$ cat src/rtl/sd_write_stream_dat.sv
// sd_write_stream_dat: card-to-host DAT[3:0] transmitter for the SDIO slave.
// Frames a block as predrive F, start 0, 2N data nibbles (high nibble first),
// a 16-bit CRC per DAT line (MSB first) and an end F nibble, then releases the
// bus. All DAT updates happen on detected falling edges of the oversampled
// sd_clock. Bytes come from an upstream buffer via a fixed-latency request.

// Serial CRC16 (x^16 + x^12 + x^5 + 1, init 0) for one DAT line.
module sd_crc16 (
    input  logic        clock,
    input  logic        reset_n,
    input  logic        clear,
    input  logic        enable,
    input  logic        bit_in,
    output logic [15:0] crc
);
    logic [15:0] crc_r;

    // One LFSR step: shift left and fold in the polynomial when feedback is set.
    function automatic logic [15:0] crc16_step(input logic [15:0] cur, input logic b);
        logic fb;
        fb = b ^ cur[15];
        crc16_step = {cur[14:0], 1'b0} ^ (fb ? 16'h1021 : 16'h0000);
    endfunction

    // Accumulate one bit per enabled cycle; clear at the start of each block.
    always_ff @(posedge clock or negedge reset_n) begin
        if (!reset_n) begin
            crc_r <= 16'h0000;
        end else if (clear) begin
            crc_r <= 16'h0000;
        end else if (enable) begin
            crc_r <= crc16_step(crc_r, bit_in);
        end
    end

    assign crc = crc_r;
endmodule

module sd_write_stream_dat #(
    parameter int BYTE_LATENCY = 2
) (
    input  logic       clock,
    input  logic       reset_n,
    input  logic       sd_clock,
    input  logic       write_strobe,
    input  logic [8:0] data_count,
    input  logic [7:0] byte_in,
    input  logic       abort,
    output logic       read_byte_strobe,
    output logic [3:0] sd_data_out,
    output logic       sd_data_oe,
    output logic       busy,
    output logic       write_all_strobe
);
    typedef enum logic [2:0] {
        ST_IDLE     = 3'd0,
        ST_PREDRIVE = 3'd1,
        ST_START    = 3'd2,
        ST_DATA     = 3'd3,
        ST_CRC      = 3'd4,
        ST_END      = 3'd5,
        ST_RELEASE  = 3'd6
    } state_t;

    state_t                  state_r;
    logic                    sync1_r;
    logic                    sync2_r;
    logic                    sync3_r;
    logic                    fall_s;
    logic                    abort_now_s;
    // Holds 2N modulo 1024; 512 bytes load as 0 and the wrap yields 1024 nibbles.
    logic [9:0]              nib_cnt_r;
    logic [3:0]              crc_idx_r;
    logic [7:0]              byte_buf_r;
    logic [3:0]              low_nib_r;
    logic [BYTE_LATENCY-1:0] req_pipe_r;
    logic                    abort_pend_r;
    logic                    aborted_r;
    logic                    crc_clr_r;
    logic                    crc_en_r;
    logic [3:0]              crc_bits_r;
    logic [15:0]             crc_line_s [4];
    logic [3:0]              data_out_r;
    logic                    oe_r;
    logic                    busy_r;
    logic                    rbs_r;
    logic                    was_r;

    assign fall_s      = sync3_r & ~sync2_r;
    assign abort_now_s = abort_pend_r | abort;

    // Bring sd_clock into the clock domain and keep one extra stage for edge detect.
    always_ff @(posedge clock or negedge reset_n) begin
        if (!reset_n) begin
            sync1_r <= 1'b0;
            sync2_r <= 1'b0;
            sync3_r <= 1'b0;
        end else begin
            sync1_r <= sd_clock;
            sync2_r <= sync1_r;
            sync3_r <= sync2_r;
        end
    end

    // Track outstanding byte requests and capture byte_in exactly BYTE_LATENCY cycles later.
    always_ff @(posedge clock or negedge reset_n) begin
        if (!reset_n) begin
            req_pipe_r <= '0;
            byte_buf_r <= 8'h00;
        end else begin
            req_pipe_r <= BYTE_LATENCY'({req_pipe_r, rbs_r});
            if (req_pipe_r[BYTE_LATENCY-1]) begin
                byte_buf_r <= byte_in;
            end
        end
    end

    // One CRC generator per DAT line, each fed its own bit of every data nibble.
    for (genvar k = 0; k < 4; k++) begin : g_crc
        sd_crc16 u_crc (
            .clock   (clock),
            .reset_n (reset_n),
            .clear   (crc_clr_r),
            .enable  (crc_en_r),
            .bit_in  (crc_bits_r[k]),
            .crc     (crc_line_s[k])
        );
    end

    // Transfer sequencer: every bus change is taken on a detected sd_clock falling edge.
    always_ff @(posedge clock or negedge reset_n) begin
        if (!reset_n) begin
            state_r      <= ST_IDLE;
            nib_cnt_r    <= 10'd0;
            crc_idx_r    <= 4'd0;
            low_nib_r    <= 4'h0;
            abort_pend_r <= 1'b0;
            aborted_r    <= 1'b0;
            crc_clr_r    <= 1'b0;
            crc_en_r     <= 1'b0;
            crc_bits_r   <= 4'h0;
            data_out_r   <= 4'hF;
            oe_r         <= 1'b0;
            busy_r       <= 1'b0;
            rbs_r        <= 1'b0;
            was_r        <= 1'b0;
        end else begin
            rbs_r     <= 1'b0;
            was_r     <= 1'b0;
            crc_en_r  <= 1'b0;
            crc_clr_r <= 1'b0;
            if (abort && (state_r != ST_IDLE)) begin
                abort_pend_r <= 1'b1;
            end
            if (fall_s && abort_now_s &&
                (state_r inside {ST_PREDRIVE, ST_START, ST_DATA, ST_CRC})) begin
                // Abort: take the end-nibble step right away, then release.
                data_out_r   <= 4'hF;
                aborted_r    <= 1'b1;
                abort_pend_r <= 1'b0;
                state_r      <= ST_RELEASE;
            end else begin
                case (state_r)
                    ST_IDLE: begin
                        abort_pend_r <= 1'b0;
                        if (write_strobe) begin
                            nib_cnt_r <= {data_count, 1'b0};
                            crc_clr_r <= 1'b1;
                            busy_r    <= 1'b1;
                            aborted_r <= 1'b0;
                            state_r   <= ST_PREDRIVE;
                        end
                    end
                    ST_PREDRIVE: begin
                        if (fall_s) begin
                            oe_r       <= 1'b1;
                            data_out_r <= 4'hF;
                            rbs_r      <= 1'b1;
                            state_r    <= ST_START;
                        end
                    end
                    ST_START: begin
                        if (fall_s) begin
                            data_out_r <= 4'h0;
                            state_r    <= ST_DATA;
                        end
                    end
                    ST_DATA: begin
                        if (fall_s) begin
                            crc_en_r <= 1'b1;
                            if (!nib_cnt_r[0]) begin
                                // High nibble; keep the low half since the buffer refills next.
                                data_out_r <= byte_buf_r[7:4];
                                crc_bits_r <= byte_buf_r[7:4];
                                low_nib_r  <= byte_buf_r[3:0];
                                if (nib_cnt_r != 10'd2) begin
                                    rbs_r <= 1'b1;
                                end
                            end else begin
                                data_out_r <= low_nib_r;
                                crc_bits_r <= low_nib_r;
                            end
                            nib_cnt_r <= nib_cnt_r - 10'd1;
                            if (nib_cnt_r == 10'd1) begin
                                crc_idx_r <= 4'd15;
                                state_r   <= ST_CRC;
                            end
                        end
                    end
                    ST_CRC: begin
                        if (fall_s) begin
                            data_out_r <= {crc_line_s[3][crc_idx_r], crc_line_s[2][crc_idx_r],
                                           crc_line_s[1][crc_idx_r], crc_line_s[0][crc_idx_r]};
                            crc_idx_r  <= crc_idx_r - 4'd1;
                            if (crc_idx_r == 4'd0) begin
                                state_r <= ST_END;
                            end
                        end
                    end
                    ST_END: begin
                        if (fall_s) begin
                            data_out_r   <= 4'hF;
                            aborted_r    <= aborted_r | abort_now_s;
                            abort_pend_r <= 1'b0;
                            state_r      <= ST_RELEASE;
                        end
                    end
                    ST_RELEASE: begin
                        if (fall_s) begin
                            oe_r         <= 1'b0;
                            was_r        <= ~(aborted_r | abort_now_s);
                            busy_r       <= 1'b0;
                            abort_pend_r <= 1'b0;
                            state_r      <= ST_IDLE;
                        end
                    end
                    default: begin
                        state_r <= ST_IDLE;
                    end
                endcase
            end
        end
    end

    assign read_byte_strobe = rbs_r;
    assign sd_data_out      = data_out_r;
    assign sd_data_oe       = oe_r;
    assign busy             = busy_r;
    assign write_all_strobe = was_r;
endmodule

$ cat config.mk
export PLATFORM = sky130hd
export DESIGN_NAME = sd_write_stream_dat
export DESIGN_NICKNAME = d
export VERILOG_FILES = /design/src/rtl/sd_write_stream_dat.sv
export SDC_FILE = /design/constraint.sdc
export NUM_CORES = 1
export LEC_CHECK = 0
export BUFFER_PORTS_ARGS = -buffer_cell sky130_fd_sc_hd__buf_4
export CORE_MARGIN = 2
export CORE_UTILIZATION = 55
export DETAILED_ROUTE_END_ITERATION = 12
export PLACE_DENSITY = 0.76
export SKIP_LAST_GASP = 1
export SLEW_MARGIN = 20
export SYNTH_ARGS = -nofsm -noshare
export SYNTH_HDL_FRONTEND = slang
export SYNTH_SLANG_ARGS = --single-unit
export TNS_END_PERCENT = 20
$ cat constraint.sdc
create_clock -name clock -period 1.8 [get_ports clock]
set_input_delay 0 -clock clock [delete_from_list [all_inputs] [get_ports clock]]
set_output_delay 0 -clock clock [all_outputs]
set_load 0.1 [all_outputs]
==> impl_metrics.env, run 1 <==
export IMPL_status="finished, final reports clean"
export IMPL_core_area_sq_um=10200
export IMPL_post_cts_setup_buffers=0
export IMPL_critPathMaxStageDelay_ns=0.43
export IMPL_cts_clk_slew_worst_paths_ns=0.06
export IMPL_start_util_pct=56.0
export IMPL_dpl_cell_area_sq_um=6280
export IMPL_dp_hpwl_microns=8070
export IMPL_drv_cap=0
export IMPL_crit_chain="buf_4 -> buf_4 -> inv_1 -> nor2_1 -> or4_1 -> o211ai_1"
export IMPL_fin_area_sq_um=7210
export IMPL_p_per_area_nw_per_um2=1570
export IMPL_crit_start="state_r[0]"
export IMPL_clockBufferDepth=2
export IMPL_antenna_found_initial=0
export IMPL_synth_top_family_by_area="multiplexers"
export IMPL_synth_seq_area_share_pct=50.1
export IMPL_synth_top_area_share_pct=48.3
export IMPL_crit_type="reg -> reg"
export IMPL_ys_ff_latch=114
export IMPL_ys_dominant_reg_cell="dfrtp_1"
export IMPL_critPathCaptureType="flip-flop"
export IMPL_wl_per_cell_microns=16.4
export IMPL_fin_crit_sh_pct=98.3
export IMPL_relSlewSlack_pct=60.3
export IMPL_drc=0
export IMPL_synth_compound_area_share_pct=10.4
export IMPL_grt_overflow=0
export IMPL_worst_slew_pin_slew_ns=0.596
export IMPL_cts_sinks=114
export IMPL_synthSimpleGateAreaFrac_pct=12.8
export IMPL_worstPathRequired_ns=2.23
export IMPL_cts_tree="done"
export IMPL_yosysTopAreaCell="dfrtp_1"
export IMPL_cp_max_fo=9
export IMPL_grt_usage_pct=23.7
export IMPL_portBuffers=29
export IMPL_async_flop_share_pct=100
export IMPL_timing_rr_start="state_r[0]"
export IMPL_syn_cell_area_sq_um=5700
export IMPL_fp_dieW_microns=106
export IMPL_drtIter0Drc=330
export IMPL_cpMaxStageDelayCell="dfrtp_1"
export IMPL_avgSynthCellArea_sq_um=10.9
export IMPL_grt_pass1_wl_microns=20600
export IMPL_hold_violations=0
export IMPL_r2r_slack_ns=0.03
export IMPL_slew_viol_final=0
export IMPL_startpoint_type="flip-flop"
export IMPL_setup_viol=0
export IMPL_final_util_pct=70.8
export IMPL_r2r_cells=6
export IMPL_arrival_ns=2.20
export IMPL_htree_levels=4
export IMPL_fin_skew_ns=0.00913
export IMPL_synthAdderAreaFrac_pct=0.878
export IMPL_synthDistinctLibCells=55
export IMPL_synthXorXnorAreaFrac_pct=1.84
export IMPL_antenna_cells=0
export IMPL_fin_setup_tns_ns=0
export IMPL_grt_max_degree=115
export IMPL_drive_gt1_share_pct=23.8
export IMPL_vias_per_cell=5.73
export IMPL_antenna_left=0
export IMPL_vdd_ir_drop_max_mv=1.21
export IMPL_via_count=4266
export IMPL_areaGrowthSynthToFinish_pct=26.4
export IMPL_clk_latency_ns=0.52
export IMPL_grt_setup_unrepaired="true"
export IMPL_grt_pass1_vias=4341
export IMPL_path_common_cell="buf_4"
export IMPL_synth_warnings=0
export IMPL_hold_path_class="in -> async"
export IMPL_synth_edf_count=0
export IMPL_ios=30
export IMPL_r2r_end="state_r[0]"
export IMPL_globalplace_congestion=0.859
export IMPL_power_leakage_nw=3.18
export IMPL_synthCells=523
export IMPL_finalNetCount=622
export IMPL_p_total_mw=11.3
export IMPL_syn_nets=549
export IMPL_firstDrtPassIters=5
export IMPL_synth_area_top_cells="dfrtp_1, mux2i_1, nor2_1, mux4_2, mux2_2"
export IMPL_die_y_microns=106
export IMPL_cts_root_buffer="clkbuf_8"
export IMPL_fp_row_count=37
export IMPL_die_area_sq_um=11200
export IMPL_synth_area_mux_share_pct=20.5
export IMPL_cts_made_buffers=17
export IMPL_fmax_mhz=565
export IMPL_wl_microns=12200
export IMPL_layout_min_cycle_time_ns=1.77
==> registers in the layout, indices dropped and copies added (netlist names), 2 cells and up <==
register         cells
crc_idx_r            4
nib_cnt_r           10
byte_buf_r           8
state_r              3
g_crc.u_crc.crc     64
req_pipe_r           2
crc_bits_r           4
low_nib_r            4
sd_data_out          4
==> synth_stat cells (all sizes together) (3+ instances only) <==
| cell type | count |
|---|---|
| dfrtp | 110 |
| nor2 | 90 |
| mux2i | 76 |
| a21oi | 23 |
| clkbuf | 20 |
| o21ai | 17 |
| buf | 16 |
| mux2 | 16 |
| nand2 | 16 |
| xnor2 | 12 |
| a22oi | 10 |
| mux4 | 10 |
| a31oi | 8 |
| inv | 7 |
| a211oi | 6 |
| nand3 | 6 |
| nor2b | 6 |
| nor3 | 6 |
| o31ai | 6 |
| or2 | 5 |
| and3 | 4 |
| dfstp | 4 |
| ha | 4 |
| a21o | 3 |
| a2bb2oi | 3 |
| nor3b | 3 |
| nor4 | 3 |
| o22a | 3 |
==> per-layer routing <==
layer	wire [microns]	part of all wire (%)	track usage, %
met1	5360	44	30.5
met2	6130	50	38.2
met3	497	4.1	6.56
met4	216	1.8	9.02
met5	0	0	0
==> final cells by class <==
cell class | instances | area [sq um]
fillers | 718 | 2980
flip-flops and latches | 114 | 2860
multi-input cells | 366 | 2690
repair buffers | 90 | 778
clock buffers | 21 | 449
clock inverters | 11 | 230
well taps | 136 | 170
inverters | 7 | 26.3
==> critical path: cells and delay by family (launching register included) <==
kind,cells,cell delay [ns]
AOI/OAI and AO/OA,1,0.12
buffers and inverters,3,0.58
DFF,1,0.43
and+or+nand+nor,2,0.55
==> cells in the final DEF (no fill, tap or decap), drive strengths merged, types with 3 or more instances in the layout <==
master | netlist | final
a211oi | 6 | 6
a21o | 3 | 3
a21oi | 23 | 23
a22oi | 10 | 10
a2bb2oi | 3 | 3
a31oi | 8 | 8
and3 | 4 | 4
buf | 16 | 69
bufinv | 0 | 7
clkbuf | 20 | 21
clkinv | 0 | 4
dfrtp | 110 | 110
dfstp | 4 | 4
dlygate4sd3 | 0 | 21
ha | 4 | 4
inv | 7 | 7
mux2 | 16 | 16
mux2i | 76 | 76
mux4 | 10 | 10
nand2 | 16 | 16
nand3 | 6 | 6
nor2 | 90 | 90
nor2b | 6 | 6
nor3 | 6 | 6
nor3b | 3 | 3
nor4 | 3 | 3
o21ai | 17 | 17
o22a | 3 | 3
o31ai | 6 | 6
or2 | 5 | 5
xnor2 | 12 | 12
==> where the power goes <==
part / switching (mW) / total, mW / internal, mW / leakage (nW)
registers: 0.552 / 3.68 / 3.13 / 1.51
clock network: 1.15 / 3.88 / 2.73 / 0.336
logic: 2.13 / 3.79 / 1.66 / 1.33
total: 3.83 / 11.3 / 7.52 / 3.18
==> what timing repair did <==
action,4_1_cts,5_1_grt
hold endpoints to repair,138,0
resized for setup,2,9
hold buffers,21,0
setup endpoints to repair,3,19
==> stage by stage <==
stage	setup WS, ns	std cells	hold slack [ns]
finish	0.0304	745	0.0707
global route	-0.0628	745	0.133
CTS	-0.0281	745	0.125
detailed placement	-0.124	692	0.113
global placement	-0.171	692	0.110
floorplan	-0.000240	523	-0.296
==> cell families after synthesis <==
logic type / count (synthesis)
AOI/OAI and AO/OA: 92
xor gates and xnor gates: 12
adders and majority gates: 4
buffers and inverters: 43
DFF: 114
muxes: 102
and+or+nand+nor: 156
==> worst max-delay path by stage <==
stage          cells past startpoint          endpoint
2_1_floorplan                      7      nib_cnt_r[1]
3_3_place_gp                       7  read_byte_strobe
3_5_place_dp                       7  read_byte_strobe
4_1_cts                            5    sd_data_out[2]
5_1_grt                            4      nib_cnt_r[7]
6_report                           6        state_r[0]
Power figures use the tool's default switching activity.
==> run 2: changes to the inputs <==
- CELL_PAD_IN_SITES_DETAIL_PLACEMENT: default -> 0
- CELL_PAD_IN_SITES_GLOBAL_PLACEMENT: default -> 2
- CORE_UTILIZATION: 55 -> 37
- PLACE_DENSITY: 0.76 -> default
- PLACE_DENSITY_LB_ADDON: default -> 0.1
==> run 2 against run 1 <==
Utilization fell by 23 points. Cell count up 8.1%. Flip-flop and latch count unchanged. Hold slack gained 0.021 ns. First-iteration DRC count shrank 25%. Sequential share of layout area shrank 0.10 points. Non-clock buffer count grew 8. Final area is 0.26% higher. Critical path type unchanged. Largest power group is now combinational cells. Highest routed layer unchanged.
==> impl_metrics.env, run 2 (synthesis results as in run 1) <==
export IMPL_htree_levels=4
export IMPL_r2r_cells=4
export IMPL_drive_gt1_share_pct=25.1
export IMPL_core_area_sq_um=15100
export IMPL_cp_num_buf_inv=0
export IMPL_final_common_cell="dfrtp_1"
export IMPL_power_leakage_nw=3.15
export IMPL_vdd_ir_drop_max_mv=0.708
export IMPL_portBuffers=29
export IMPL_clk_latency_ns=0.41
export IMPL_hold_path_class="in -> async"
export IMPL_startpoint_type="flip-flop"
export IMPL_crit_family="simple AND/OR/NAND/NOR gates"
export IMPL_die_y_microns=128
export IMPL_hold_violations=0
export IMPL_antenna_cells=0
export IMPL_slew_viol_final=0
export IMPL_cts_made_buffers=17
export IMPL_grt_overflow=0
export IMPL_crit_type="reg -> reg"
export IMPL_start_util_pct=37.7
export IMPL_fp_dieW_microns=128
export IMPL_grt_setup_unrepaired="true"
export IMPL_ios=30
export IMPL_die_area_sq_um=16400
export IMPL_fp_row_count=45
export IMPL_p_total_mw=10.8
export IMPL_worst_slew_pin_slew_ns=0.525
export IMPL_cpMaxStageDelayCell="or4_4"
export IMPL_clockBufferDepth=2
export IMPL_p_per_area_nw_per_um2=1490
export IMPL_layout_min_cycle_time_ns=1.77
export IMPL_cts_tree="done"
export IMPL_fin_crit_sh_pct=98.4
export IMPL_status="finished, final reports clean"
export IMPL_cp_max_fo=4
export IMPL_setup_viol=0
export IMPL_grt_pass1_vias=4179
export IMPL_grt_max_degree=48
export IMPL_dp_hpwl_microns=9300
export IMPL_relSlewSlack_pct=65.0
export IMPL_largest_reg_flops=64
export IMPL_fin_skew_ns=0.00699
export IMPL_via_count=4239
export IMPL_drc=0
export IMPL_critPathCaptureType="flip-flop"
export IMPL_critPathMaxStageDelay_ns=0.50
export IMPL_worst_path_stages=4
export IMPL_finalNetCount=630
export IMPL_vias_per_cell=5.27
export IMPL_fmax_mhz=564
export IMPL_wl_per_cell_microns=16.7
export IMPL_crit_chain="or3_4 -> or4_4 -> o31a_1 -> o22ai_1"
export IMPL_globalplace_congestion=0.804
export IMPL_wl_microns=13400
export IMPL_drtIter0Drc=248
export IMPL_areaGrowthSynthToFinish_pct=26.7
export IMPL_antenna_left=0
export IMPL_arrival_ns=2.11
export IMPL_fin_area_sq_um=7230
export IMPL_cts_sinks=114
export IMPL_drv_cap=0
export IMPL_firstDrtPassIters=4
export IMPL_worstPathRequired_ns=2.14
export IMPL_dpl_cell_area_sq_um=6410
export IMPL_cts_root_buffer="clkbuf_16"
export IMPL_grt_usage_pct=17.6
export IMPL_antenna_found_initial=0
export IMPL_grt_pass1_wl_microns=22200
export IMPL_mostFrequentLayoutCells="dfrtp_1, nor2_1, mux2i_1"
export IMPL_cts_clk_slew_worst_paths_ns=0.06
==> run 2: cell types whose count changed in the layout (fill, tap and decap cells not counted), sizes merged <==
| cell | previous run | this run |
|---|---|---|
| clkinv | 4 | 7 |
| inv | 7 | 10 |
| clkinvlp | 0 | 4 |
| bufinv | 7 | 1 |
| buf | 69 | 77 |
| clkbuf | 21 | 17 |
==> run 2: final cells by class <==
| cell class | count | area [sq um] |
|---|---|---|
| inverters | 7 | 26.3 |
| multi-input cells | 366 | 2690 |
| fillers | 1387 | 7920 |
| flip-flops and latches | 114 | 2860 |
| well taps | 188 | 235 |
| repair buffers | 98 | 851 |
| clock buffers | 17 | 425 |
| clock inverters | 15 | 136 |
==> run 2: metal layers <==
metal / vias to the layer above / GRT usage (%) / part of all wire (%)
li1: 2038 / - / -
met1: 2091 / 25.1 / 50
met2: 94 / 25.6 / 44
met3: 16 / 5.38 / 4.4
met4: 0 / 5.62 / 1.3
met5: - / 0 / 0
==> run 2: repair_timing <==
| action | CTS | global route |
|---|---|---|
| gates resized for setup | 1 | 8 |
| buffers inserted | 0 | 1 |
| hold endpoints to repair | 133 | 0 |
| hold buffers | 21 | 0 |
| pin swaps | 0 | 1 |
| endpoints found under the setup margin | 1 | 22 |
==> run 2: power by group <==
group,switching [mW],total [mW],internal (mW)
Clock,1.27,3.17,1.90
Combinational,2.18,3.92,1.75
Sequential,0.565,3.70,3.13
==> run 2: through the flow <==
step           cells  hold slack, ns  setup WS, ns  util [%]  setup TNS, ns
6_report         805          0.0920        0.0284      47.7              0
5_1_grt          805           0.114       -0.0330      47.7         -0.151
4_1_cts          804          0.0990       0.00106      47.4              0
3_5_place_dp     751        -0.00685       0.00113      42.3              0
3_3_place_gp     751         -0.0121        0.0385      42.3              0
2_1_floorplan    523          -0.296     -0.000240         -      -0.000240
==> run 2: path summary, 6_finish.rpt <==
check	start	endpoint	slack, ns
setup / recovery	nib_cnt_r[2]	nib_cnt_r[7]	0.03
hold / removal	reset_n	g_crc[2].u_crc.crc[7]	0.09
setup reg to reg	nib_cnt_r[2]	nib_cnt_r[7]	0.03
hold reg to reg	req_pipe_r[0]	req_pipe_r[1]	0.35
max in group asynchronous	reset_n	nib_cnt_r[2]	1.08
min in group clock	sd_clock	sync1_r	0.23
==> run 2: worst reg2reg max path: cells and delay by family (launching register included) <==
family / cells / cell delay [ns]
AO/OA/AOI/OAI: 2 / 0.39
flip-flops: 1 / 0.41
AND/OR/NAND/NOR: 2 / 0.90
==> run 3: changes to the inputs <==
- PLACE_DENSITY: default -> 0.86
- PLACE_DENSITY_LB_ADDON: 0.1 -> default
==> run 3 against run 2 <==
First-iteration DRC count is 15% lower. Cell count is 0.50% lower. Maximum frequency decreased by 0.34%. Total power down 1.4%. Combinational power is 4% lower. Clock power grew 2%. Die area stayed put. Sequential power is 1% lower. Register-to-register slack is essentially flat. Flip-flop and latch count stayed put. Critical path type unchanged.
==> impl_metrics.env, run 3 (synthesis results as in run 1) <==
export IMPL_relSlewSlack_pct=69.2
export IMPL_clockBufferDepth=2
export IMPL_largest_reg_flops=64
export IMPL_cp_max_fo=4
export IMPL_cts_clk_slew_worst_paths_ns=0.05
export IMPL_mostFrequentLayoutCells="dfrtp_1, nor2_1, mux2i_1"
export IMPL_core_area_sq_um=15100
export IMPL_cts_sinks=114
export IMPL_intPower_mw=6.92
export IMPL_drtIter0Drc=211
export IMPL_worstPathRequired_ns=2.12
export IMPL_crit_type="reg -> reg"
export IMPL_p_sw_mw=3.73
export IMPL_start_util_pct=37.7
export IMPL_fillers=1327
export IMPL_p_per_area_nw_per_um2=1480
export IMPL_drc=0
export IMPL_sequentialPowerShare_pct=34.3
export IMPL_via_count=4194
export IMPL_grt_pass1_vias=4285
export IMPL_setup_viol=0
export IMPL_globalplace_congestion=0.811
export IMPL_die_area_sq_um=16400
export IMPL_antenna_found_initial=0
export IMPL_fin_setup_tns_ns=0
export IMPL_areaGrowthSynthToFinish_pct=25.8
export IMPL_firstDrtPassIters=4
export IMPL_cts_made_buffers=17
export IMPL_switching_share_pct=35.0
export IMPL_grt_setup_unrepaired="true"
export IMPL_dp_hpwl_microns=8760
export IMPL_worst_slew_pin_slew_ns=0.461
export IMPL_wl_per_cell_microns=15.6
export IMPL_drv_cap=0
export IMPL_arrival_ns=2.10
export IMPL_wl_microns=12500
export IMPL_fp_row_count=45
export IMPL_clk_latency_ns=0.41
export IMPL_cts_tree="done"
export IMPL_status="finished, final reports clean"
export IMPL_grt_pass1_wl_microns=21400
export IMPL_vdd_ir_drop_max_mv=0.734
export IMPL_fmax_mhz=563
export IMPL_die_y_microns=128
export IMPL_fin_crit_sh_pct=98.8
export IMPL_drive_gt1_share_pct=23.3
export IMPL_finalNetCount=628
export IMPL_htree_levels=4
export IMPL_r2r_cells=4
export IMPL_vias_per_cell=5.24
export IMPL_combPwrFrac_pct=35.5
export IMPL_hold_violations=0
export IMPL_slew_viol_final=0
export IMPL_fin_cells=801
export IMPL_fp_dieW_microns=128
export IMPL_antenna_cells=0
export IMPL_pwr_share_clk_pct=30.2
export IMPL_layout_min_cycle_time_ns=1.78
export IMPL_hold_path_class="in -> async"
export IMPL_final_common_cell="dfrtp_1"
export IMPL_ios=30
export IMPL_critPathCaptureType="flip-flop"
export IMPL_grt_overflow=0
export IMPL_grt_usage_pct=16.6
export IMPL_dpl_cell_count=749
export IMPL_fin_skew_ns=0.00790
export IMPL_antenna_left=0
export IMPL_power_leakage_nw=3.14
export IMPL_grt_max_degree=65
export IMPL_portBuffers=29
export IMPL_startpoint_type="flip-flop"
export IMPL_cts_root_buffer="clkbuf_16"
-- run 3: cell count changes in the layout (fill, tap and decap cells not counted), sizes merged --
cell / before / now
clkinvlp: 4 / 1
buf: 77 / 75
inv: 10 / 7
clkinv: 7 / 2
bufinv: 1 / 2
clkbuf: 17 / 25
-- run 3: path summary, 6_finish.rpt --
path	from	to	slack, ns
min reg2reg	sync1_r	sync2_r	0.35
max	nib_cnt_r[4]	nib_cnt_r[7]	0.02
max in group asynchronous	reset_n	sd_data_out[2]	1.10
max reg2reg	nib_cnt_r[4]	nib_cnt_r[7]	0.02
min in group clock	sd_clock	sync1_r	0.25
min	reset_n	g_crc[3].u_crc.crc[13]	0.05
-- run 3: stage by stage --
step | hold WS (ns) | util [%] | cell area, sq um | setup slack, ns | total power, mW
finish | 0.0456 | 47.4 | 7180 | 0.0222 | 10.6
global route | 0.0745 | 47.4 | 7180 | -0.0556 | 11.3
CTS | 0.0385 | 47.2 | 7160 | 0.0342 | 10.7
detailed placement | -0.0634 | 42.1 | 6380 | 0.0329 | 7.40
global placement | -0.0656 | 42.1 | 6380 | -0.0847 | 7.35
floorplan | -0.296 | - | 5700 | -0.000240 | 6.20
-- run 3: layout make-up --
type                    count  area (sq um)  share of cell area (%)
flip-flops and latches    114          2860                    39.9
multi-input cells         366          2670                    37.1
repair buffers             96           823                    11.5
clock buffers              25           485                    6.77
well taps                 188           235                    3.28
clock inverters             5          77.6                    1.08
inverters                   7          26.3                   0.366
-- run 3: repair_timing --
action / 4_1_cts / 5_1_grt
resized for setup: 0 / 4
hold buffers: 21 / 0
endpoints found under the setup margin: 0 / 11
setup buffers: 0 / 1
endpoints found under the hold margin: 131 / 0
-- run 3: metal layers --
metal | part of all wire, % | up-vias | global-route usage (%) | wire, microns
met1 | 48 | 2078 | 22.4 | 6010
met2 | 48 | 64 | 26.5 | 6000
met5 | 0 | - | 0 | 0
met3 | 2.5 | 19 | 3.51 | 309
met4 | 1.5 | 0 | 6.33 | 192
li1 | - | 2033 | - | -
-- run 3: power groups by stage --
stage	registers, mW	clock network [mW]	logic [mW]
2_1_floorplan	3.83	0	2.37
3_3_place_gp	3.67	0	3.68
3_5_place_dp	3.68	0	3.72
4_1_cts	3.65	3.28	3.77
5_1_grt	3.74	3.41	4.16
6_report	3.65	3.22	3.78
-- run 3: critical path, cell delays in order (launching register included) --
cell and delay [ns]:
dfrtp_1 0.40, or3_1 0.40, or4_4 0.50, o31a_1 0.25, o22ai_1 0.14
